--- config.mk ---
export PLATFORM = sky130hd
export DESIGN_NAME = fp_op_scheduler
export DESIGN_NICKNAME = d
export VERILOG_FILES = /design/src/rtl/fp_pkg.sv /design/src/rtl/fp_op_scheduler_rr_arbiter2.sv /design/src/rtl/fp_op_scheduler.sv
export SDC_FILE = /design/constraint.sdc
export NUM_CORES = 1
export LEC_CHECK = 0
export BUFFER_PORTS_ARGS = -buffer_cell sky130_fd_sc_hd__buf_2
export CORE_MARGIN = 5
export CORE_UTILIZATION = 44
export DETAILED_ROUTE_END_ITERATION = 10
export GPL_ROUTABILITY_DRIVEN = 0
export GPL_TIMING_DRIVEN = 0
export PLACE_DENSITY = 0.88
export SETUP_SLACK_MARGIN = 0.3
export SLEW_MARGIN = 20
export SYNTH_ARGS = -nofsm -noshare
export SYNTH_HDL_FRONTEND = slang
export SYNTH_SLANG_ARGS = --single-unit
export TNS_END_PERCENT = 1
--- constraint.sdc ---
create_clock -name clk -period 4.1 [get_ports clk]
set_clock_uncertainty 0.05 [all_clocks]
set_input_delay 0.205 -clock clk [delete_from_list [all_inputs] [get_ports clk]]
set_output_delay 0.205 -clock clk [all_outputs]
set_load 0.005 [all_outputs]
--- src/rtl/fp_pkg.sv ---
// Shared types and constants for the FP operation scheduler and its benches.
// Latency: none (declarations only).
// Backpressure: not applicable.
package fp_pkg;

    localparam int FP_W = 32;

    localparam logic OP_ADD = 1'b0;
    localparam logic OP_MUL = 1'b1;

    // Canonical IEEE-754 single values used by directed tests.
    localparam logic [FP_W-1:0] FP_ONE   = 32'h3F80_0000;
    localparam logic [FP_W-1:0] FP_TWO   = 32'h4000_0000;
    localparam logic [FP_W-1:0] FP_THREE = 32'h4040_0000;

    typedef enum logic [1:0] {
        IDLE  = 2'd0,
        ISSUE = 2'd1,
        WAIT  = 2'd2,
        RESP  = 2'd3
    } state_t;

endpackage

--- src/rtl/fp_op_scheduler_rr_arbiter2.sv ---
// Two-input round-robin arbiter; the favoured side flips to the loser on each accept.
// Latency: grant is combinational from enable, valids and pointer; pointer updates on the accept edge.
// Backpressure: no grant while en is low; a requester that drops valid before grant is simply not granted.
module rr_arbiter2 (
    input  logic clk,
    input  logic reset,
    input  logic en,
    input  logic valid0,
    input  logic valid1,
    output logic grant0,
    output logic grant1,
    output logic grant_id,
    output logic accept
);

    // prio = requester favoured when both are valid; 0 after reset.
    logic prio;

    // Grant the lone requester, or the favoured one under contention.
    always_comb begin
        grant0   = en & valid0 & (~valid1 | ~prio);
        grant1   = en & valid1 & (~valid0 |  prio);
        grant_id = grant1;
        accept   = grant0 | grant1;
    end

    // After serving a requester, favour the other one next time.
    always_ff @(posedge clk or posedge reset) begin
        if (reset) begin
            prio <= 1'b0;
        end else if (accept) begin
            prio <= ~grant_id;
        end
    end

endmodule

--- src/rtl/fp_op_scheduler.sv ---
// Shares one FP add/mul datapath between two requesters, one op in flight, with a watchdog on done.
// Latency: accept at T -> dp_start in T+1; dp_done in D -> rsp_valid in D+1 (3 cycles min with 1-cycle datapath).
// Backpressure: rsp fields hold until rsp_ready; no request is accepted outside IDLE.
module fp_op_scheduler
    import fp_pkg::*;
#(
    parameter int TIMEOUT_CYCLES = 64,
    parameter int CNT_W          = 7
) (
    input  logic            clk,
    input  logic            reset,
    input  logic            req0_valid,
    output logic            req0_ready,
    input  logic [FP_W-1:0] req0_a,
    input  logic [FP_W-1:0] req0_b,
    input  logic            req0_op,
    input  logic            req1_valid,
    output logic            req1_ready,
    input  logic [FP_W-1:0] req1_a,
    input  logic [FP_W-1:0] req1_b,
    input  logic            req1_op,
    output logic            dp_start,
    output logic [FP_W-1:0] dp_a,
    output logic [FP_W-1:0] dp_b,
    output logic            dp_op,
    input  logic            dp_done,
    input  logic [FP_W-1:0] dp_result,
    output logic            rsp_valid,
    input  logic            rsp_ready,
    output logic            rsp_id,
    output logic [FP_W-1:0] rsp_data,
    output logic            rsp_err
);

    localparam logic [CNT_W-1:0] CNT_LAST = CNT_W'(TIMEOUT_CYCLES - 1);

    state_t          state;
    logic [CNT_W-1:0] cnt;
    logic            op_id;
    logic            arb_en;
    logic            grant0;
    logic            grant1;
    logic            grant_id;
    logic            accept;

    // Readies are forced low while reset is held so outputs read 0 immediately.
    always_comb begin
        arb_en     = (state == IDLE) & ~reset;
        req0_ready = grant0;
        req1_ready = grant1;
    end

    rr_arbiter2 u_arb (
        .clk      (clk),
        .reset    (reset),
        .en       (arb_en),
        .valid0   (req0_valid),
        .valid1   (req1_valid),
        .grant0   (grant0),
        .grant1   (grant1),
        .grant_id (grant_id),
        .accept   (accept)
    );

    // Control FSM, operand latch, watchdog and response registers.
    always_ff @(posedge clk or posedge reset) begin
        if (reset) begin
            state     <= IDLE;
            cnt       <= '0;
            op_id     <= 1'b0;
            dp_start  <= 1'b0;
            dp_a      <= '0;
            dp_b      <= '0;
            dp_op     <= 1'b0;
            rsp_valid <= 1'b0;
            rsp_id    <= 1'b0;
            rsp_data  <= '0;
            rsp_err   <= 1'b0;
        end else begin
            case (state)
                IDLE: begin
                    if (accept) begin
                        dp_a     <= grant_id ? req1_a  : req0_a;
                        dp_b     <= grant_id ? req1_b  : req0_b;
                        dp_op    <= grant_id ? req1_op : req0_op;
                        op_id    <= grant_id;
                        dp_start <= 1'b1;
                        state    <= ISSUE;
                    end
                end
                ISSUE: begin
                    dp_start <= 1'b0;
                    cnt      <= '0;
                    state    <= WAIT;
                end
                WAIT: begin
                    // A done arriving on the timeout cycle still counts as success.
                    if (dp_done) begin
                        rsp_data  <= dp_result;
                        rsp_err   <= 1'b0;
                        rsp_id    <= op_id;
                        rsp_valid <= 1'b1;
                        state     <= RESP;
                    end else if (cnt == CNT_LAST) begin
                        rsp_data  <= '0;
                        rsp_err   <= 1'b1;
                        rsp_id    <= op_id;
                        rsp_valid <= 1'b1;
                        state     <= RESP;
                    end else begin
                        cnt <= cnt + 1'b1;
                    end
                end
                RESP: begin
                    if (rsp_ready) begin
                        rsp_valid <= 1'b0;
                        cnt       <= '0;
                        state     <= IDLE;
                    end
                end
                default: state <= IDLE;
            endcase
        end
    end

endmodule

# After elaboration in Yosys (flattened, before gate mapping)
# Index checks and enable logic that the tools add are counted.
dict set report word_totals {
  ff_bits 112
  in_bits 168
  output_inout_bits 103
  elab_cells 69
}
dict set report classes {
  addsub 1
  eq_ne 9
  mux 23
  bitwise_logic 13
  n_reduce_logical 11
}
# operator count
set op_table {}
lappend op_table {{$mux W32} 4}
lappend op_table {{$mux W7} 3}
lappend op_table {{$pmux W7 S3} 1}
lappend op_table {{$mux W1} 8}
lappend op_table {{$mux W2} 4}
lappend op_table {{$ne A2 B2 Y1 const B} 4}
lappend op_table {{$pmux W2 S4} 1}
lappend op_table {{$add A7 B1 Y7 const B} 1}
lappend op_table {{$eq A7 B6 Y1 const B} 1}
lappend op_table {{$reduce_and A2 Y1} 3}
lappend op_table {{$reduce_and A3 Y1} 2}
lappend op_table {{$reduce_bool A2 Y1} 3}
lappend op_table {{$and A1 B1 Y1} 5}
lappend op_table {{$not A1 Y1} 5}
lappend op_table {{$eq A2 B2 Y1 const B} 2}
lappend op_table {{$pmux W1 S2} 2}
lappend op_table {{$reduce_and A4 Y1} 1}
lappend op_table {{$ne A3 B3 Y1 const B} 1}
lappend op_table {{$or A1 B1 Y1} 3}
lappend op_table {{$reduce_bool A3 Y1} 1}
lappend op_table {{$eq A2 B1 Y1 const B} 1}
lappend op_table {{$logic_not A2 Y1} 1}

# Longest topological paths before layout
# Gate-level depths: netlist of run 1.
dict set report logic_depth {
  word_depth 7
  mapped_depth 9
}

# By module
# A second synthesis of run 1 with hierarchy kept.
dict set report unflattened {
  hier_cells 449
  hier_area_um2 4946.0
}
# mod instances cells_each area_each_um2 seq_area_each_um2
set by_module_without_submodules {}
lappend by_module_without_submodules {fp_op_scheduler 1 438 4865.9 2777.7}
lappend by_module_without_submodules {rr_arbiter2 1 11 80.1 25.0}

# Least setup slack after synthesis of run 1
# OpenSTA, ideal clock, no wires.
dict set report synth_timing {
  path_type {register -> register}
  from {register state[0]}
  to {register dp_a[18]}
  setup_ps 118
  t_arrival_ps 1690
  t_required_ps 3932
  slack_ps 2242
  stages_incl_launch_ff 10
  synth_period_minus_slack_ps 1858
  cell_sequence {dfrtp_1 -> inv_1 -> ha_1 -> nor2b_4 -> and3_1 -> buf_6 -> buf_6 -> buf_6 -> a22o_1 -> a21o_1}
}
dict set report synth_between {
  elab_chain_len 6
  word_cells_on_any_way 9
  classes_between {mux (1); bitwise (6); reduce/logical (2)}
}
# item line_no
set synth_rtl {}
lappend synth_rtl {{from (decl)} fp_op_scheduler.sv:37} ;# state_t state;
lappend synth_rtl {{from (signal assigned)} fp_op_scheduler.sv:68} ;# state <= IDLE;
lappend synth_rtl {{from (signal assigned)} fp_op_scheduler.sv:88} ;# state <= ISSUE;
lappend synth_rtl {{from (signal assigned)} fp_op_scheduler.sv:94} ;# state <= WAIT;
lappend synth_rtl {{$logic_not A2 Y1 *} {fp_op_scheduler.sv:48, fp_op_scheduler.sv:80}}
lappend synth_rtl {{$and A1 B1 Y1} fp_op_scheduler.sv:48} ;# arb_en = (state == IDLE) & ~reset;
lappend synth_rtl {{$and A1 B1 Y1, on equally long branches (2 in series)} {fp_op_scheduler_rr_arbiter2.sv:21, fp_op_scheduler_rr_arbiter2.sv:22}}
lappend synth_rtl {{$or A1 B1 Y1} fp_op_scheduler_rr_arbiter2.sv:24} ;# accept = grant0 | grant1;
lappend synth_rtl {{$reduce_and A2 Y1 (no line)} -}
lappend synth_rtl {{to (signal assigned)} fp_op_scheduler.sv:83} ;# dp_a <= grant_id ? req1_a : req0_a;
lappend synth_rtl {{to (decl)} fp_op_scheduler.sv:23} ;# output logic [FP_W-1:0] dp_a,
# Every way passes the cells marked *; elsewhere a longest branch is shown, timed or not.
# A chain may end at the register's enable or synchronous reset.

# Worst setup path after layout of run 1
dict set report layout_timing {
  from {register state[0]}
  to {output port req0_ready}
}
dict set report layout_between {
  elab_chain_len 4
}
# item line_no
set layout_rtl {}
lappend layout_rtl {{$logic_not A2 Y1} fp_op_scheduler.sv:48}
lappend layout_rtl {{$and A1 B1 Y1} fp_op_scheduler.sv:48}
lappend layout_rtl {{$and A1 B1 Y1 (2 in series)} fp_op_scheduler_rr_arbiter2.sv:21} ;# grant0 = en & valid0 & (~valid1 | ~prio);
lappend layout_rtl {{to (decl)} fp_op_scheduler.sv:13} ;# output logic req0_ready,
# Every way passes these cells.

==> flow_metrics.py, run 1 <==
metrics = {
    "run_status": {
        "status": "complete, no violations",
    },
    "drt": {
        "drc": 0,
        "wl_per_cell_um": 20.23,
        "wl_um": 17990,
        "ant_nets": 0,
        "viasPerCell": 5.487,
        "vias": 4878,
        "drt_iter0_markers": 317,
        "drtPass1Iterations": 5,
    },
    "yosys": {
        "synth_ff_type": "dfrtp_1",
        "post-synth-top-area-fraction": 0.5875,
        "synth_area_leaders": "dfrtp_1 (59%), a22o_1 (18%), a21o_1 (10%), ha_1 (1.3%), buf_2 (1.3%)",
        "syn_area_um2": 4771,
        "synth.distinct_cells": 40,
        "synth_enable_flop_cells": 0,
        "yosys-top-cells-count": "dfrtp_1 (112), a22o_1 (97), a21o_1 (66), buf_2 (12), clkbuf_1 (9)",
        "synth_cells": 369,
        "syn_area_per_cell_um2": 12.93,
        "yosysMostFrequentCell": "dfrtp_1",
        "synth.largest_area_cell": "dfrtp_1",
        "synthArstFlopShare": 1.000,
        "synth_seq_area_share": 0.5875,
        "ys_ff_latch": 112,
        "yosys_warnings": 0,
        "syn-num-nets": 542,
    },
    "global_routing": {
        "antenna_found_initial": 2,
        "grt_pass1_vias": 5180,
        "grt_util_all_layers": 0.2688,
        "grt_start_max_net_pins": 62,
        "grt.overflow.total": 0,
        "grt_pass1_wl_um": 27320,
    },
    "sta": {
        "period_share": 0.5779,
        "worst_pin_slew_ps": 569.1,
        "finalHoldViolations": 0,
        "max_freq_mhz": 422.0,
        "final.min_clock_period_ps": 2369,
        "fin_ws_ps": 1731,
        "drv_slew": 0,
        "tns_ps": 0,
        "setup_violations": 0,
        "rsz0062_at_grt": "false",
        "slew-limit-headroom": 0.6206,
    },
    "pwr": {
        "clockPowerShare": 0.149,
        "power.leakage_nw": 4.281,
        "pwr-share-seq": 0.407,
        "p_sw_mw": 1.679,
        "p_sw_frac": 0.3478,
        "ir_drop_v": 0.0003613,
        "p_int_mw": 3.148,
        "pwr_density_cell_nw_per_um2": 647.1,
        "combPwrFrac": 0.444,
    },
    "worst_setup_path": {
        "cp-end-kind": "output pin",
        "arrival_ps": 2110,
        "ff2ff_setup_slack_ps": 1870,
        "worst-path-max-fanout": 10,
        "path_depth": 8,
        "ff2ff_path_depth": 8,
        "required_ps": 3850,
        "crit_type": "flop to output pin",
        "cpMostUsedCell": "buf_2",
        "cp_num_buf_inv": 4,
        "rr_endpoint": "dp_b[3]$_DFFE_PP0P_",
        "path_cells": "inv_1 -> ha_1 -> nor2b_4 -> and3_1 -> buf_6 -> nor2_2 -> buf_2 -> buf_2",
        "cp-startpoint": "state[0]$_DFFE_PP0P_",
        "setup.worst_path.end": "req0_ready",
        "slowest_stage": "dfrtp_1",
        "cp_slowest_stage_delay_ps": 410,
        "cp-start-kind": "flop",
        "path_delay_family": "buffers and inverters",
        "reg2reg_from": "state[0]$_DFFE_PP0P_",
    },
    "final_layout": {
        "nets": 915,
        "area_growth_pct": 56.36,
        "n_fill_cell": 753,
        "final_util": 0.6942,
        "final_cells": 889,
        "fin_area_um2": 7460,
        "drive_gt1_frac": 0.4150,
    },
    "cts": {
        "cts_root_buf": "clkbuf_8",
        "max-clock-path-buffers": 2,
        "clkLatencyLatePin_ps": 360,
        "postCtsSetupBuffers": 0,
        "cts_inserted_buffers": 9,
        "cts_tree": "built",
        "clk_pin_slew_worst_paths_ps": 100,
        "htreeDepth": 3,
        "clock_sinks": 112,
    },
    "place": {
        "placed_area_um2": 6330,
        "placed_cells": 780,
        "dpl.hpwl_um": 11950,
        "numPortBuffers": 270,
        "place_ws_ps": 1973,
    },
    "run": {
        "drv_cap": 0,
    },
    "floorplanning": {
        "die_w_um": 114.1,
        "ios": 271,
        "chipHeight_um": 114.1,
        "core-area_um2": 10750,
        "rows": 38,
        "dieArea_um2": 13030,
        "initial_core_util": 0.4440,
    },
    "hold_path": {
        "min_path_type": "primary input to flop",
    },
}
[through the flow]
stage	power (mW)	hold WS (ps)
finish	4.827	23.97
global route	5.117	11.09
CTS	4.758	0.3871
detailed placement	3.965	257.0
global placement	3.844	355.8
floorplan	3.059	240.0
[power groups by stage]
stage | combinational (mW) | clock [mW] | sequential, mW
after floorplan | 1.11 | 0 | 1.95
after global placement | 1.93 | 0 | 1.91
after detailed placement | 2.03 | 0 | 1.94
after CTS | 2.10 | 0.734 | 1.93
after global routing | 2.33 | 0.776 | 2.01
final | 2.14 | 0.719 | 1.97
[routing by layer]
metal,wire (um),GRT usage,vias to the layer above
li1,-,-,2144
met1,6747,0.3097,2383
met2,9091,0.4703,288
met3,1381,0.05655,63
met4,765,0.1386,0
met5,0,0,-
[worst min path at each step]
stage,startpoint,endpoint,depth (start not counted)
final,dp_result[11],rsp_data[11]$_DFFE_PP0P_,2
after floorplan,dp_done,rsp_err$_DFFE_PP0P_,1
after global routing,req0_a[14],dp_a[14]$_DFFE_PP0P_,2
after global placement,req0_b[26],dp_b[26]$_DFFE_PP0P_,2
after detailed placement,reset,rsp_id$_DFFE_PP0P_,2
after CTS,req0_a[14],dp_a[14]$_DFFE_PP0P_,2
[area by class of cell]
cell class | instances | area, um2 | area share
diodes | 2 | 5.005 | 0.0006709
plain buffers | 30 | 176.4 | 0.02365
clock buffers | 13 | 148.9 | 0.01996
clock inverters | 3 | 65.06 | 0.008722
inverters | 6 | 27.53 | 0.003690
multi-input cells | 221 | 1769 | 0.2372
flip-flops and latches | 112 | 2803 | 0.3757
well taps | 140 | 175.2 | 0.02348
repair buffers | 362 | 2290 | 0.3069
[registers in the layout, summed over array words and instances, names as in the netlist]
| register | flops |
|---|---|
| cnt | 7 |
| dp_a | 32 |
| dp_b | 32 |
| dp_op | 1 |
| dp_start | 1 |
| op_id | 1 |
| rsp_data | 32 |
| rsp_err | 1 |
| rsp_id | 1 |
| rsp_valid | 1 |
| state | 2 |
| u_arb.prio | 1 |
[logic make-up (layout without fill, tap and decap cells)]
logic type | after synthesis | after routing | share of synthesized area
DFF | 112 | 112 | 0.5875
muxes | 4 | 4 | 0.008917
adders and majority gates | 5 | 5 | 0.01311
buffers and inverters | 36 | 414 | 0.04170
other | 0 | 2 | 0
AOI/OAI and AO/OA | 181 | 181 | 0.3118
and+or+nand+nor | 30 | 30 | 0.03514
xor gates and xnor gates | 1 | 1 | 0.001836
[placed cells by master (no fill, tap or decap), drive strengths merged, types with 2 or more instances in the layout]
cell type / synthesis / routed
nand3: 5 / 5
mux2i: 2 / 2
o311ai: 2 / 2
nor2b: 4 / 4
mux2: 2 / 2
dfrtp: 112 / 112
and3: 2 / 2
dlygate4sd3: 0 / 91
nand2b: 2 / 2
o21ai: 2 / 2
buf: 21 / 292
nand2: 7 / 7
a32o: 2 / 2
bufinv: 0 / 2
clkbuf: 9 / 22
a21oi: 2 / 2
a21o: 66 / 66
a22o: 97 / 97
inv: 6 / 6
o2bb2ai: 3 / 3
and2: 2 / 2
nor2: 5 / 5
a2bb2oi: 2 / 2
ha: 5 / 5
diode: 0 / 2
[what timing repair did]
item	4_1_cts	5_1_grt
gates resized for setup	0	0
endpoints found under the hold margin	141	0
hold buffers	91	0
Note: power is estimated with default switching activity, not from simulation.
==> inputs of run 2 (changes only) <==
- ABC_AREA: not set -> 1
- CORE_UTILIZATION: 44 -> 45
- clock period: 4.1 -> 2.47 ns (I/O delays scaled with it)
==> run 2 against run 1 <==
  * Setup slack got worse by 1400 ps
  * Highest routed layer unchanged
  * Clock power rose by 110%
  * Largest cell class is now non-clock buffers
  * Wire length rose by 31%
  * Cell count rose by 35%
==> flow_metrics.py, run 2 <==
metrics = {
    "hold_path": {
        "hold_path_end": "dp_a[27]$_DFFE_PP0P_",
        "min-delay-start": "req0_a[27]",
        "min_path_type": "primary input to flop",
        "min_delay_path_depth": 3,
    },
    "place": {
        "place_ws_ps": 728.8,
        "dpl.hpwl_um": 12330,
        "numPortBuffers": 270,
        "placed_cells": 1014,
    },
    "drt": {
        "drt_iter0_markers": 648,
        "wl_per_cell_um": 19.52,
        "drc": 0,
        "wl_um": 23480,
        "vias": 6710,
        "drtPass1Iterations": 6,
        "viasPerCell": 5.578,
        "ant_nets": 0,
    },
    "sta": {
        "slew-limit-headroom": 0.6434,
        "finalHoldViolations": 0,
        "max_freq_mhz": 464.9,
        "period_share": 0.8708,
        "drv_slew": 0,
        "fin_ws_ps": 319.0,
        "final.min_clock_period_ps": 2151,
        "setup_violations": 0,
        "worst_pin_slew_ps": 533.8,
        "tns_ps": 0,
        "rsz0062_at_grt": "false",
    },
    "worst_setup_path": {
        "rr_endpoint": "dp_a[3]$_DFFE_PP0P_",
        "arrival_ps": 2390,
        "worst-path-max-fanout": 5,
        "cp-start-kind": "flop",
        "ff2ff_setup_slack_ps": 320,
        "reg2reg_from": "state[1]$_DFFE_PP0P_",
        "crit_type": "flop to flop",
        "cp-end-kind": "flop",
        "required_ps": 2710,
        "ff2ff_path_depth": 11,
    },
    "yosys": {
        "synth_area_leaders": "dfrtp_1 (55%), nand2_1 (19%), nand3_1 (14%), buf_6 (2.9%), buf_2 (2.0%)",
        "synth.distinct_cells": 23,
        "synth_enable_flop_cells": 0,
        "ys_ff_latch": 112,
        "yosys-top-cells-count": "nand2_1 (262), nand3_1 (138), dfrtp_1 (112), buf_2 (20), inv_1 (16)",
        "synth_seq_area_share": 0.5519,
        "syn_area_um2": 5079,
        "synthArstFlopShare": 1.000,
        "synth_ff_type": "dfrtp_1",
        "yosysMostFrequentCell": "nand2_1",
        "synth.largest_area_cell": "dfrtp_1",
        "synth_cells": 601,
        "yosys_warnings": 0,
        "syn-num-nets": 774,
        "post-synth-top-area-fraction": 0.5519,
        "syn_area_per_cell_um2": 8.450,
    },
    "pwr": {
        "p_sw_mw": 3.370,
        "p_sw_frac": 0.3896,
        "pwr_density_cell_nw_per_um2": 993.3,
        "power_mw": 8.650,
        "ir_drop_v": 0.0005713,
        "pwr-share-seq": 0.375,
        "clockPowerShare": 0.177,
        "p_int_mw": 5.280,
        "power.leakage_nw": 4.657,
        "combPwrFrac": 0.448,
    },
    "final_layout": {
        "layout_common_cells": "buf_2 (286), nand2_1 (262), dlygate4sd3_1 (159), nand3_1 (138), dfrtp_1 (112)",
        "drive_gt1_frac": 0.3283,
        "nets": 1225,
        "final_util": 0.7963,
        "area_growth_pct": 71.47,
        "mostFrequentLayoutCell": "buf_2",
        "reg_top3": "dp_a: 32 flops, dp_b: 32 flops, rsp_data: 32 flops",
        "final_cells": 1203,
    },
    "run": {
        "drv_cap": 0,
    },
    "floorplanning": {
        "chipHeight_um": 116.2,
        "die_w_um": 116.2,
        "core-area_um2": 10940,
        "initial_core_util": 0.4644,
        "dieArea_um2": 13510,
        "ios": 271,
        "rows": 38,
    },
    "cts": {
        "clkLatencyLatePin_ps": 350,
        "clock_sinks": 112,
        "max-clock-path-buffers": 2,
        "cts_tree": "built",
        "cts_inserted_buffers": 9,
        "clk_pin_slew_worst_paths_ps": 80,
        "cts_root_buf": "clkbuf_16",
        "htreeDepth": 3,
    },
    "global_routing": {
        "grt_start_max_net_pins": 35,
        "grt_util_all_layers": 0.3411,
        "grt_pass1_wl_um": 35480,
        "grt_pass1_vias": 7077,
        "antenna_found_initial": 3,
        "grt.overflow.total": 0,
    },
    "run_status": {
        "status": "complete, no violations",
    },
}
-- run 2: cell types whose count changed after synthesis, sizes merged, moves of 9 or more --
cell | previous run | this run
nand2 | 7 | 266
nand3 | 5 | 139
a22o | 97 | 0
a21o | 66 | 0
buf | 21 | 34
inv | 6 | 19
clkbuf | 9 | 0
-- run 2: worst max-delay path: stages (launching register included) --
cell and delay [ps]:
dfrtp_1 420, inv_2 90, ha_4 150, inv_4 50, nor2_8 140, o21ai_4 90, inv_2 110, buf_6 130
buf_6 120, nand3_1 70, nand3_1 80, dlygate4sd3_1 550
-- run 2: worst max-delay path by stage --
| stage | startpoint | end | slack (ps) |
|---|---|---|---|
| 6_report | state[1]$_DFFE_PP0P_ | dp_a[3]$_DFFE_PP0P_ | 320 |
| 5_1_grt | state[1]$_DFFE_PP0P_ | dp_a[3]$_DFFE_PP0P_ | 280 |
| 4_1_cts | state[0]$_DFFE_PP0P_ | dp_b[26]$_DFFE_PP0P_ | 320 |
| 3_5_place_dp | state[0]$_DFFE_PP0P_ | req1_ready | 730 |
| 3_3_place_gp | reset | dp_a[21]$_DFFE_PP0P_ | 160 |
| 2_1_floorplan | reset | cnt[0]$_DFFE_PP0P_ | 940 |
-- run 2: what timing repair did --
item / CTS / global route
buffers inserted: 0 / 8
hold buffers: 159 / 0
resized for setup: 0 / 23
endpoints found under the setup margin: 0 / 15
endpoints found under the hold margin: 115 / 0
-- run 2: cells by family after synthesis --
group                      synth area share
and+or+nand+nor                      0.3580
DFF                                  0.5519
buffers and inverters               0.06406
AOI/OAI and AO/OA                   0.01207
adders and majority gates           0.01232
xor gates and xnor gates           0.001725
-- run 2: per-layer routing --
metal  global-route usage  part of all wire  vias up
li1                     -                 -     2844
met1               0.3531              0.33     3093
met2               0.5889              0.50      581
met3              0.09223             0.097      192
met4               0.2537             0.075        0
met5                    0                 0        -
-- run 2: per-stage QoR --
stage	hold WS (ps)	cell area, um2
after CTS	0.4877	8566
after global routing	13.72	8701
after global placement	273.6	6609
final	13.56	8708
after floorplan	190.1	5082
after detailed placement	182.9	6669
-- run 2: layout make-up --
| class | instances | area [um2] |
|---|---|---|
| Multi-Input combinational cell | 436 | 1963 |
| Timing Repair Buffer | 440 | 3079 |
| Antenna cell | 6 | 15.01 |
| Fill cell | 621 | 2227 |
| Inverter | 19 | 80.08 |
| Buffer | 34 | 287.8 |
| Tap cell | 140 | 175.2 |
| Sequential cell | 112 | 2803 |
| Clock buffer | 10 | 229.0 |
| Clock inverter | 6 | 76.32 |
-- run 2: power by group through the flow --
stage / logic (mW) / registers (mW) / clock network (mW)
floorplan: 1.54 / 3.21 / 0
detailed placement: 3.11 / 3.16 / 0
finish: 3.87 / 3.24 / 1.53
CTS: 3.49 / 3.14 / 1.52
global route: 4.22 / 3.30 / 1.62
global placement: 2.98 / 3.13 / 0
